### src/rtl/line_feeder.sv
// -----------------------------------------------------------------------------
// line_feeder
//
// Upstream stage of the VGA output block. Buffers the renderer's pixel stream
// in a small FIFO and, once per display line (started by a rising edge of the
// VGA line-end signal), writes exactly LINE_WIDTH pixels into the VGA line
// buffer through its x / data / active-low program write port.
//
// Short lines (s_last early) are padded with zero pixels; long lines are
// truncated and the surplus input is drained up to the next s_last.
//
// Optional feature: define LINE_FEEDER_PATTERN_EN to add the pattern_in port.
// When it is sampled high at line start, that line is written with colour
// bars instead of FIFO data.
//
// Ports:
//   CLK          system clock (100 MHz)
//   RST          synchronous reset, active low
//   LINEEND_IN   VGA line-end level; its rising edge starts a line fill
//   pattern_in   (LINE_FEEDER_PATTERN_EN only) colour-bar request
//   s_valid/s_data/s_last/s_ready   pixel stream input, valid/ready
//   program_out  line-buffer write strobe, low = write this cycle
//   x_out        line-buffer write address
//   y_out        index of the current or most recent line fill
//   data_out     line-buffer write data
//   err_out      sticky errors: bit0 underrun / late line, bit1 framing
// -----------------------------------------------------------------------------
module line_feeder #(
    parameter int LINE_WIDTH = 1024,
    parameter int LINE_COUNT = 768,
    parameter int FIFO_DEPTH = 16,
    parameter int DATA_WIDTH = 12
) (
    input  logic                  CLK,
    input  logic                  RST,
    input  logic                  LINEEND_IN,
`ifdef LINE_FEEDER_PATTERN_EN
    input  logic                  pattern_in,
`endif
    input  logic                  s_valid,
    input  logic [DATA_WIDTH-1:0] s_data,
    input  logic                  s_last,
    output logic                  s_ready,
    output logic                  program_out,
    output logic [10:0]           x_out,
    output logic [11:0]           y_out,
    output logic [DATA_WIDTH-1:0] data_out,
    output logic [1:0]            err_out
);

    localparam int          AW        = $clog2(FIFO_DEPTH);
    localparam logic [AW:0] FIFO_FULL = (AW+1)'(FIFO_DEPTH);
    localparam logic [10:0] X_LAST    = 11'(LINE_WIDTH - 1);
    localparam logic [11:0] Y_LAST    = 12'(LINE_COUNT - 1);

    typedef enum logic [1:0] {S_WAIT, S_FILL, S_PAD, S_DRAIN} state_t;

    // FIFO storage: each entry is {last, pixel}
    logic [DATA_WIDTH:0] fifo_mem [FIFO_DEPTH];
    logic [AW-1:0]       wr_ptr_q, wr_ptr_d;
    logic [AW-1:0]       rd_ptr_q, rd_ptr_d;
    logic [AW:0]         count_q, count_d;
    logic                s_ready_q, s_ready_d;

    logic                lineend_q, lineend_d;
    logic                lineend_prev_q, lineend_prev_d;

    state_t              state_q, state_d;
    logic [10:0]         x_cnt_q, x_cnt_d;
    logic                program_q, program_d;
    logic [10:0]         x_q, x_d;
    logic [11:0]         y_q, y_d;
    logic [DATA_WIDTH-1:0] data_q, data_d;
    logic [1:0]          err_q, err_d;

    logic                push, pop, fifo_empty, rise;
    logic [DATA_WIDTH:0] head;
    logic [11:0]         y_next;

    // Fill source: FIFO head or, when enabled, the colour-bar generator
    logic                  use_pattern;
    logic [DATA_WIDTH-1:0] pattern_data;
    logic                  src_valid, src_last;
    logic [DATA_WIDTH-1:0] src_data;

`ifdef LINE_FEEDER_PATTERN_EN
    logic       pattern_q, pattern_d;
    logic [2:0] bar;
    assign bar          = x_cnt_q[9:7];
    assign use_pattern  = pattern_q;
    assign pattern_data = DATA_WIDTH'({{4{bar[2]}}, {4{bar[1]}}, {4{bar[0]}}});
`else
    assign use_pattern  = 1'b0;
    assign pattern_data = '0;
`endif

    assign head       = fifo_mem[rd_ptr_q];
    assign fifo_empty = (count_q == '0);
    assign push       = s_valid & s_ready_q;
    // Registered line-end plus its previous value gives a one-cycle rise pulse
    assign rise       = lineend_q & ~lineend_prev_q;
    assign y_next     = (y_q == Y_LAST) ? 12'd0 : y_q + 12'd1;

    assign src_valid = use_pattern | ~fifo_empty;
    assign src_data  = use_pattern ? pattern_data : head[DATA_WIDTH-1:0];
    assign src_last  = use_pattern ? (x_cnt_q == X_LAST) : head[DATA_WIDTH];

    always_comb begin
        // NOTE: every signal assigned here gets a default first so no path
        // can leave it unassigned and infer a latch.
        state_d        = state_q;
        x_cnt_d        = x_cnt_q;
        program_d      = 1'b1;
        x_d            = x_q;
        y_d            = y_q;
        data_d         = data_q;
        err_d          = err_q;
        pop            = 1'b0;
        lineend_d      = LINEEND_IN;
        lineend_prev_d = lineend_q;
`ifdef LINE_FEEDER_PATTERN_EN
        pattern_d      = pattern_q;
`endif

        case (state_q)
            S_WAIT: begin
                if (rise) begin
                    state_d = S_FILL;
                    x_cnt_d = 11'd0;
`ifdef LINE_FEEDER_PATTERN_EN
                    pattern_d = pattern_in;
`endif
                end
            end

            S_FILL: begin
                if (src_valid) begin
                    pop       = ~use_pattern;
                    program_d = 1'b0;
                    x_d       = x_cnt_q;
                    data_d    = src_data;
                    if (x_cnt_q == X_LAST) begin
                        if (src_last) begin
                            state_d = S_WAIT;
                            y_d     = y_next;
                        end else begin
                            // Line too long: discard the rest of it
                            state_d  = S_DRAIN;
                            err_d[1] = 1'b1;
                        end
                    end else begin
                        x_cnt_d = x_cnt_q + 11'd1;
                        if (src_last) begin
                            // Line too short: finish it with zero pixels
                            state_d  = S_PAD;
                            err_d[1] = 1'b1;
                        end
                    end
                end else begin
                    err_d[0] = 1'b1;
                end
            end

            S_PAD: begin
                program_d = 1'b0;
                x_d       = x_cnt_q;
                data_d    = '0;
                if (x_cnt_q == X_LAST) begin
                    state_d = S_WAIT;
                    y_d     = y_next;
                end else begin
                    x_cnt_d = x_cnt_q + 11'd1;
                end
            end

            S_DRAIN: begin
                if (!fifo_empty) begin
                    pop = 1'b1;
                    if (head[DATA_WIDTH]) begin
                        state_d = S_WAIT;
                        y_d     = y_next;
                    end
                end
            end

            default: state_d = S_WAIT;
        endcase

        // A line start arriving before the previous fill finished is late
        if (rise && (state_q != S_WAIT)) begin
            err_d[0] = 1'b1;
        end

        wr_ptr_d  = push ? wr_ptr_q + AW'(1) : wr_ptr_q;
        rd_ptr_d  = pop  ? rd_ptr_q + AW'(1) : rd_ptr_q;
        count_d   = count_q + (AW+1)'(push) - (AW+1)'(pop);
        s_ready_d = (count_d != FIFO_FULL);
    end

    always_ff @(posedge CLK) begin
        // NOTE: sequential state uses non-blocking assignments so every flop
        // samples the pre-edge values, independent of statement order.
        if (!RST) begin
            wr_ptr_q       <= '0;
            rd_ptr_q       <= '0;
            count_q        <= '0;
            s_ready_q      <= 1'b0;
            lineend_q      <= 1'b0;
            lineend_prev_q <= 1'b0;
            state_q        <= S_WAIT;
            x_cnt_q        <= '0;
            program_q      <= 1'b1;
            x_q            <= '0;
            y_q            <= '0;
            data_q         <= '0;
            err_q          <= '0;
`ifdef LINE_FEEDER_PATTERN_EN
            pattern_q      <= 1'b0;
`endif
        end else begin
            wr_ptr_q       <= wr_ptr_d;
            rd_ptr_q       <= rd_ptr_d;
            count_q        <= count_d;
            s_ready_q      <= s_ready_d;
            lineend_q      <= lineend_d;
            lineend_prev_q <= lineend_prev_d;
            state_q        <= state_d;
            x_cnt_q        <= x_cnt_d;
            program_q      <= program_d;
            x_q            <= x_d;
            y_q            <= y_d;
            data_q         <= data_d;
            err_q          <= err_d;
`ifdef LINE_FEEDER_PATTERN_EN
            pattern_q      <= pattern_d;
`endif
        end
    end

    // NOTE: the storage array has no reset; the pointers and count define
    // which entries are valid, so clearing the contents would be wasted logic.
    always_ff @(posedge CLK) begin
        if (push) begin
            fifo_mem[wr_ptr_q] <= {s_last, s_data};
        end
    end

    assign s_ready     = s_ready_q;
    assign program_out = program_q;
    assign x_out       = x_q;
    assign y_out       = y_q;
    assign data_out    = data_q;
    assign err_out     = err_q;

endmodule
### config.mk
export PLATFORM = sky130hd
export DESIGN_NAME = line_feeder
export DESIGN_NICKNAME = d
export VERILOG_FILES = /design/src/rtl/line_feeder.sv
export SDC_FILE = /design/constraint.sdc
export NUM_CORES = 1
export LEC_CHECK = 0
export ABC_CLOCK_PERIOD_IN_PS = 3000
export BUFFER_PORTS_ARGS = -buffer_cell sky130_fd_sc_hd__buf_2
export CAP_MARGIN = 40
export CORE_UTILIZATION = 61
export CTS_CLUSTER_DIAMETER = 200
export DETAILED_ROUTE_END_ITERATION = 8
export PLACE_DENSITY = 0.79
export SETUP_SLACK_MARGIN = 0.2
export SLEW_MARGIN = 15
export SYNTH_ARGS = -nofsm -noshare
export SYNTH_HDL_FRONTEND = slang
export SYNTH_SLANG_ARGS = --single-unit
### constraint.sdc
create_clock -name CLK -period 3 [get_ports CLK]
set_input_delay 0.15 -clock CLK [delete_from_list [all_inputs] [get_ports CLK]]
set_output_delay 0.15 -clock CLK [all_outputs]
set_load 0.05 [all_outputs]
* Word level (Yosys, flattened, before mapping)
Memory sizes are Yosys's and may differ from the RTL's. A register that Yosys moved wholly into a read port is not among the register bits.
Cells that the tools add are included.
** Storage, ports and cells
- Bits of input ports :: 17
- Memories :: 1
- Logic and storage cells :: 94
- Flip-flop bits (word level) :: 67
- Bits in writable memories :: 208
** Memory list
- fifo_mem :: words 16, width 13, read ports 1, clocked after memory_dff 1, wr ports 1, RTL line 59 : logic [DATA_WIDTH:0] fifo_mem [FIFO_DEPTH];
** Cells by class
- Reduce and logical (&&, ||, !) cells :: 17
- $add $sub $neg :: 6
- Mux-type cells :: 38
- Bitwise operators :: 4
- Eq/ne operators :: 14
** Operators by type and width (number)
- $mux W12 :: 7
- $mux W11 :: 4
- $pmux W12 S3 :: 1
- $pmux W11 S3 :: 1
- $pmux W12 S2 :: 1
- $pmux W11 S2 :: 1
- $mux W2 :: 8
- $ne A2 B2 Y1 const B :: 7
- $add A12 B1 Y12 const B :: 1
- $eq A12 B10 Y1 const B :: 1
- $add A11 B1 Y11 const B :: 1
- $eq A11 B10 Y1 const B :: 1
- $mux W1 :: 11
- $reduce_bool A2 Y1 :: 5
- $add A4 B1 Y4 const B :: 2
- $mux W4 :: 2
- $pmux W2 S4 :: 1
- $reduce_and A6 Y1 :: 1
- $reduce_bool A3 Y1 :: 2
- $add A5 B1 Y5 :: 1
- $logic_not A5 Y1 :: 1
- $ne A5 B5 Y1 const B :: 1
- $reduce_and A5 Y1 :: 1
- $sub A5 B1 Y5 :: 1
- other kinds (12) :: 16

* Logic depth before layout (Yosys ltp)
Gate-level depths: netlist of run 1.
- Depth in word-level cells :: 6
- Gate-level depth with buffers :: 13
- Gate-level depth less buffers :: 13

* Worst setup path after synthesis of run 1
OpenSTA, ideal clock, no wires.
- Path type :: reg-to-reg
- Start :: register count_q[3]
- End :: register s_ready_q (netlist: s_ready)
- Setup slack :: 0.303 ns
- Arrival :: 2.578 ns
- Library setup time :: 0.120 ns
- Buffers on the path :: 0
- Cell stages (with the launch flop) :: 12
- Cell sequence :: dfxtp_1 -> inv_1 -> ha_1 -> nor4b_2 -> nor2_1 -> nand2_1 -> nand2_1 -> ha_1 -> fa_1 -> xor2_1 -> or3_1 -> o31a_1
** On the way
- Longest elaborated chain between the ends :: 5
- Elaborated cells between the ends (all ways) :: 6
- Those cells by class :: 2 x add/sub; 1 x eq/ne; 2 x mux; 1 x reduce/logical
** Ends and longest elaborated chain
- from (decl) :: RTL line 62 : logic [AW:0] count_q, count_d;
- from (signal assigned) :: RTL line 223 : count_q <= count_d;
- parallel branches: the longest is 3 deep, another holds $add A5 B1 Y5
- $sub A5 B1 Y5 (*) :: RTL line 196 : count_d = count_q + (AW+1)'(push) - (AW+1)'(pop);
- $ne A5 B5 Y1 (*) :: RTL line 197 : s_ready_d = (count_d != FIFO_FULL);
- to (signal assigned) :: RTL line 224 : s_ready_q <= s_ready_d;
- to (decl) :: RTL line 63 : logic s_ready_q, s_ready_d;
Every way passes the cells marked *.
A chain may end at the register's enable or synchronous reset.

* Final worst setup path of run 1
- Start :: register count_q[2]
- End :: register s_ready_q (netlist: s_ready)
** On the way
- Longest elaborated chain between the ends :: 5
- Elaborated cells between the ends (all ways) :: 6
- Those cells by class :: 2 x add/sub; 1 x eq/ne; 2 x mux; 1 x reduce/logical
** Ends and longest elaborated chain
- $logic_not A5 Y1 :: RTL line 98 : assign fifo_empty = (count_q == '0);
- $mux W1 :: RTL line 137, 177
- $mux W1
- $sub A5 B1 Y5 :: RTL line 196
- net count_d[1] :: RTL line 62
- $ne A5 B5 Y1 :: RTL line 197
The timed path passes the listed nets, and every way through them passes these cells.

==> results.yml, run 1 <==
sta:
  maxSlewHeadroom: 0.4430
  min_period_over_period: 0.8773
  fmax_ghz: 0.3800
  rsz0062_at_grt: "no"
  hold-worst-slack_ns: 0.4542
  fin_ws_ns: 0.3681
  drv_slew: 0
  worst_pin_slew_ns: 0.8355
  finalSetupViolCount: 0
  hold_viol: 0
  min_period_ns: 2.632
  finalSetupTns_ns: 0
  skew_ns: 0.01526
cells_and_area:
  final_common_cell: "edfxtp_1"
  antenna_cells: 0
  final_layout_size_suffix_gt1_frac: 0.2515
  syn2layout_area_growth_pct: 16.03
  final_cell_mix: "edfxtp_1, dfxtp_1, mux4_2, buf_2, nand2_1"
  final_area_um2: 12990
  fillers: 1082
  nets: 821
floorplan:
  dieArea_um2: 18900
  top_level_ports: 56
  start_util: 0.6232
  die_w_um: 137.5
  die_y_um: 137.5
  fp-row-count: 49
  core_area_um2: 17960
clock_tree:
  clk_pin_slew_ns: 0.06
  cts_buffers: 29
  clk_latency_ns: 0.56
  cts_tree: "done"
  htree_levels: 1
  clockBufferDepth: 3
  root_buffer: "clkbuf_16"
  clock-sinks: 279
synthesis:
  synth-main-ff-cell: "edfxtp_1"
  ys_ff_latch: 279
  syn_avg_cell_area_um2: 16.39
  yosys_warnings: 0
  async_flop_share: 0
  seq_area_frac_synth: 0.6849
  synth_edf_count: 208
  synth.net_count: 717
  synth.cell_area_um2: 11190
  syn_inst: 683
  synth_cell_types: 55
critical_path:
  crit_slowest_cell: "fa_2"
  path_buf_inv: 2
  path_delay_family: "simple AND/OR/NAND/NOR gates"
  required_ns: 3.43
  cp_data_arrival_time_ns: 3.06
  critical_path_class: "register to register"
  cp-end-kind: "register"
  path_max_fanout: 3
  cp_cell_sequence: "inv_1 -> ha_1 -> nor4b_2 -> buf_4 -> nor2_1 -> nand2_1 -> nand2_1 -> ha_1 -> fa_2 -> or3_1 -> o31a_1"
  critPathLaunchType: "register"
  max_stage_delay_ns: 0.45
routing:
  drtIter0Drc: 676
  vias: 6656
  drtAntennaViolNets: 0
  wl_um: 24620
  vias_per_cell: 6.425
  dr.pass1.iters: 5
  route.detailed.drc: 0
  wire_per_inst_um: 23.76
placement:
  placed_cell_area_um2: 11860
  port_buffers: 55
  pre_cts_ws_ns: 0.1895
  routabilityCongestion: 0.8775
  hpwl_um: 14250
pwr:
  p_per_area_nw_per_um2: 803.6
  leakagePower_nw: 4.369
  swShare: 0.2902
  p_sw_mw: 3.029
  seqPwrFrac: 0.432
  p_comb_frac: 0.229
  peakVddDrop_uv: 822.1
  clockPowerShare: 0.339
  p_int_mw: 7.409
global_route:
  grt_pass1_vias: 6661
  grt_usage: 0.2724
  grt_pass1_wl_um: 37110
  grt_max_degree: 41
  grt_overflow: 0
  antenna_found_initial: 0
run_status:
  status: "completed"
hold_path:
  hold_path_class: "register to register"
job:
  drv_cap: 0
==> final cells by class <==
type | instances | area, um2 | share of cell area
clock buffer | 40 | 787.0 | 0.06059
tap | 229 | 286.5 | 0.02206
sequential | 279 | 7674 | 0.5908
clock inverter | 11 | 148.9 | 0.01146
inverter | 10 | 37.54 | 0.002890
timing repair buffer | 106 | 735.7 | 0.05664
multi-input combinational | 361 | 3319 | 0.2556
==> stage by stage <==
stage          power, mW    util  cells
2_1_floorplan      6.344       -    683
3_3_place_gp       6.774  0.6589    964
3_5_place_dp       6.876  0.6600    965
4_1_cts            10.44  0.7217   1033
5_1_grt            10.81  0.7231   1036
6_report           10.44  0.7231   1036
==> layer usage <==
metal | wire [um] | share of wire | vias up | GRT usage
met5 | 0 | 0 | - | 0
met4 | 909 | 0.037 | 0 | 0.09951
met3 | 1918 | 0.078 | 86 | 0.05188
met2 | 12620 | 0.51 | 324 | 0.4735
met1 | 9170 | 0.37 | 3354 | 0.3404
li1 | - | - | 2892 | -
==> sequential cells by signal (all words and copies together), names as in the netlist, named ones only <==
signal	count
x_cnt_q	11
state_q	2
y_out	12
data_out	12
rd_ptr_q	4
s_ready	1
program_out	1
lineend_prev_q	1
fifo_mem	208
x_out	11
wr_ptr_q	4
lineend_prev_d	1
err_out	2
count_q	5
==> path summary, 6_finish.rpt <==
path / slack [ns] / depth (start not counted) / from / to
worst max-delay path: 0.37 / 11 / count_q[2]$_SDFF_PN0_ / s_ready$_SDFF_PN0_
worst min-delay path: 0.45 / 2 / x_out[3]$_SDFFE_PN0P_ / x_out[3]$_SDFFE_PN0P_
worst max register to register: 0.37 / 11 / count_q[2]$_SDFF_PN0_ / s_ready$_SDFF_PN0_
worst min register to register: 0.45 / 2 / x_out[3]$_SDFFE_PN0P_ / x_out[3]$_SDFFE_PN0P_
==> synth_stat cells (all sizes together) (2+ instances only) <==
library cell  count  area, um2
a21o              3      22.52
a21oi            37      185.2
a221oi            3      38.79
a22oi            14      115.1
and2              8      50.05
buf              17      135.1
clkbuf           16      60.06
dfxtp            71       1421
edfxtp          208       6246
ha               16      200.2
inv              10      37.53
mux2i             2      20.02
mux4             64       1475
nand2            52      195.2
nand2b            5      31.28
nand3            14      75.07
nand4             8      50.05
nor2             51      191.4
nor2b             2      12.51
nor3              6      30.03
nor4              3      18.77
o21ai            14      70.07
o31ai             8      60.06
or3               7      43.79
or4               7      52.55
or4b              6      60.06
xnor2             4      35.03
xor2              9      78.83
==> logic make-up after synthesis <==
family	count (synthesis)	synth area share
AND/OR/NAND/NOR	177	0.07925
AO/OA/AOI/OAI	87	0.05063
XOR/XNOR	13	0.01017
flip-flops	279	0.6849
adder cells (fa/ha/maj)	17	0.01967
buffers and inverters	43	0.02079
multiplexers	67	0.1346
==> worst register-to-register path, delay by kind of cell, from the launching register on <==
kind                       cells  cell delay, ns
AOI/OAI and AO/OA              1            0.25
and+or+nand+nor                5            0.90
adders and majority gates      3            0.83
DFF                            1            0.34
buffers and inverters          2            0.20
==> power groups by stage <==
stage	Sequential [mW]	Combinational, mW	Clock, mW
2_1_floorplan	4.81	1.53	0
3_3_place_gp	4.57	2.20	0
3_5_place_dp	4.59	2.29	0
4_1_cts	4.51	2.35	3.58
5_1_grt	4.53	2.56	3.71
6_report	4.51	2.39	3.54
==> what timing repair did <==
item | 4_1_cts | 5_1_grt
buffers inserted | 0 | 2
endpoints found under the hold margin | 215 | 0
hold buffers | 17 | 0
gates resized for setup | 1 | 2
endpoints found under the setup margin | 1 | 1
Power figures use the tool's default switching activity.
==> run 2: changes to the inputs <==
- CORE_MARGIN: not set -> 8
- CORE_UTILIZATION: 61 -> 63
- CTS_BUF_LIST: not set -> sky130_fd_sc_hd__clkbuf_8
- MAX_ROUTING_LAYER: not set -> met4
- PLACE_DENSITY: 0.79 -> 0.82
==> run 2 against run 1 <==
Flip-flop and latch count unchanged; highest routed layer unchanged; global-route usage shrank 5.0 points; sequential power increased by 1%; sequential share of layout area is 0.70 points higher; setup slack got worse by 0.023 ns; critical endpoint unchanged; combinational power down 3%; count of clock-buffer cells in the layout up 3.
==> results.yml, run 2 (synthesis results as in run 1) <==
run_status:
  status: "completed"
sta:
  worst_pin_slew_ns: 0.8604
  hold-worst-slack_ns: 0.05356
  finalSetupViolCount: 0
  maxSlewHeadroom: 0.4211
  skew_ns: 0.02341
  drv_slew: 0
  rsz0062_at_grt: "no"
  min_period_ns: 2.654
  hold_viol: 0
  min_period_over_period: 0.8848
  fmax_ghz: 0.3767
  fin_ws_ns: 0.3456
floorplan:
  start_util: 0.6450
  core_area_um2: 17360
  top_level_ports: 56
  die_y_um: 149.3
  fp-row-count: 48
  die_w_um: 149.3
  dieArea_um2: 22290
placement:
  routabilityCongestion: 0.8837
  hpwl_um: 15290
  pre_cts_ws_ns: -0.03400
  port_buffers: 55
cells_and_area:
  syn2layout_area_growth_pct: 14.66
  top_register: "fifo_mem"
  final_cell_mix: "edfxtp_1, dfxtp_1, mux4_2, buf_2, nand2_1"
  antenna_cells: 0
  largest_reg_flops: 208
  final_layout_size_suffix_gt1_frac: 0.2596
  nets: 836
  final_common_cell: "edfxtp_1"
critical_path:
  path_max_fanout: 3
  critPathLaunchType: "register"
  cp_cell_sequence: "inv_1 -> ha_1 -> nor4b_4 -> nor2_1 -> nand2_1 -> nand2_1 -> ha_1 -> fa_1 -> xor2_1 -> or3_1 -> o31a_1"
  crit_slowest_cell: "fa_1"
  startpoint: "count_q[2]$_SDFF_PN0_"
  critPathCapture: "s_ready$_SDFF_PN0_"
  required_ns: 3.44
  reg2reg_slack_ns: 0.35
  cp-end-kind: "register"
  max_stage_delay_ns: 0.42
  critical_path_class: "register to register"
  cp_data_arrival_time_ns: 3.10
  r2r_cells: 11
  r2r-start: "count_q[2]$_SDFF_PN0_"
  r2r_end: "s_ready$_SDFF_PN0_"
global_route:
  grt_usage: 0.2226
  grt_overflow: 0
  antenna_found_initial: 0
  grt_pass1_wl_um: 36800
  grt_max_degree: 33
  grt_pass1_vias: 6861
pwr:
  p_per_area_nw_per_um2: 757.8
  peakVddDrop_uv: 780.7
  leakagePower_nw: 4.361
routing:
  vias_per_cell: 6.182
  wl_met3_um: 1837
  route.detailed.drc: 0
  drtAntennaViolNets: 0
  wl_met2_um: 12270
  dr.pass1.iters: 5
  drtIter0Drc: 629
  top_layer_used: "met4"
  vias: 6559
  wirelength_met1_um: 8660
  wl_um: 23420
  wire_per_inst_um: 22.07
clock_tree:
  cts_tree: "done"
  clock-sinks: 279
  clk_latency_ns: 0.55
  clockBufferDepth: 3
  root_buffer: "clkbuf_8"
  htree_levels: 2
  clk_pin_slew_ns: 0.06
  cts_buffers: 43
hold_path:
  hold_path_class: "primary input to register"
job:
  drv_cap: 0
==> run 2: changes by cell type in the layout (fill, tap and decap cells not counted), sizes merged <==
cell,previous run,this run
buf,88,91
bufinv,3,1
clkbuf,41,43
clkinv,6,20
clkinvlp,0,3
dlygate4sd3,17,16
inv,12,22
==> run 2: stage by stage <==
step           area [um2]   TNS, ns    util  instances  total power [mW]
2_1_floorplan       11190         0       -        683             6.344
3_3_place_gp        11850         0  0.6830        963             6.752
3_5_place_dp        11890  -0.03400  0.6848        965             6.914
4_1_cts             12830         0  0.7395       1061             9.782
5_1_grt             12840         0  0.7395       1061             10.15
6_report            12840         0  0.7395       1061             9.727
==> run 2: area by class of cell <==
class,instances,area [um2]
clock buffers,43,591.8
clock inverters,36,181.4
fillers,993,4521
inverters,10,37.54
multi-input cells,361,3323
flip-flops and latches,279,7674
well taps,225,281.5
repair buffers,107,747.0
==> run 2: critical path, delay by kind of cell, from the launching register on <==
kind	cells	cell delay, ns
buffers and inverters	1	0.09
flip-flops	1	0.33
XOR/XNOR	1	0.18
AO/OA/AOI/OAI	1	0.24
adder cells (fa/ha/maj)	3	0.82
AND/OR/NAND/NOR	5	0.89
==> run 2: worst min path at each step <==
stage | startpoint | endpoint | slack, ns | cells past startpoint
after CTS | s_valid | wr_ptr_q[1]$_SDFFE_PN0P_ | 0.03 | 4
after detailed placement | LINEEND_IN | lineend_prev_d$_SDFF_PN0_ | 0.36 | 2
after floorplan | s_data[0] | fifo_mem[0][0]$_DFFE_PP_ | 0.25 | 0
final | s_valid | wr_ptr_q[1]$_SDFFE_PN0P_ | 0.05 | 4
after global routing | s_valid | wr_ptr_q[1]$_SDFFE_PN0P_ | 0.06 | 4
after global placement | LINEEND_IN | lineend_prev_d$_SDFF_PN0_ | 0.36 | 2
==> run 2: timing repair <==
item,CTS,global route
resized for setup,1,1
endpoints found under the hold margin,215,0
hold buffers,16,0
setup buffers,1,0
setup endpoints to repair,2,1
==> run 2: power by group <==
part           total (mW)  switching [mW]  internal, mW  leakage [nW]
clock                2.84            1.41          1.43         0.435
sequential           4.56           0.204          4.36          2.45
combinational        2.33            1.36         0.963          1.47
==> run 2: per-layer routing <==
layer	track usage	up-vias
li1	-	2941
met1	0.2562	3274
met2	0.3787	284
met3	0.04157	60
met4	0.09288	0
met5	-	-
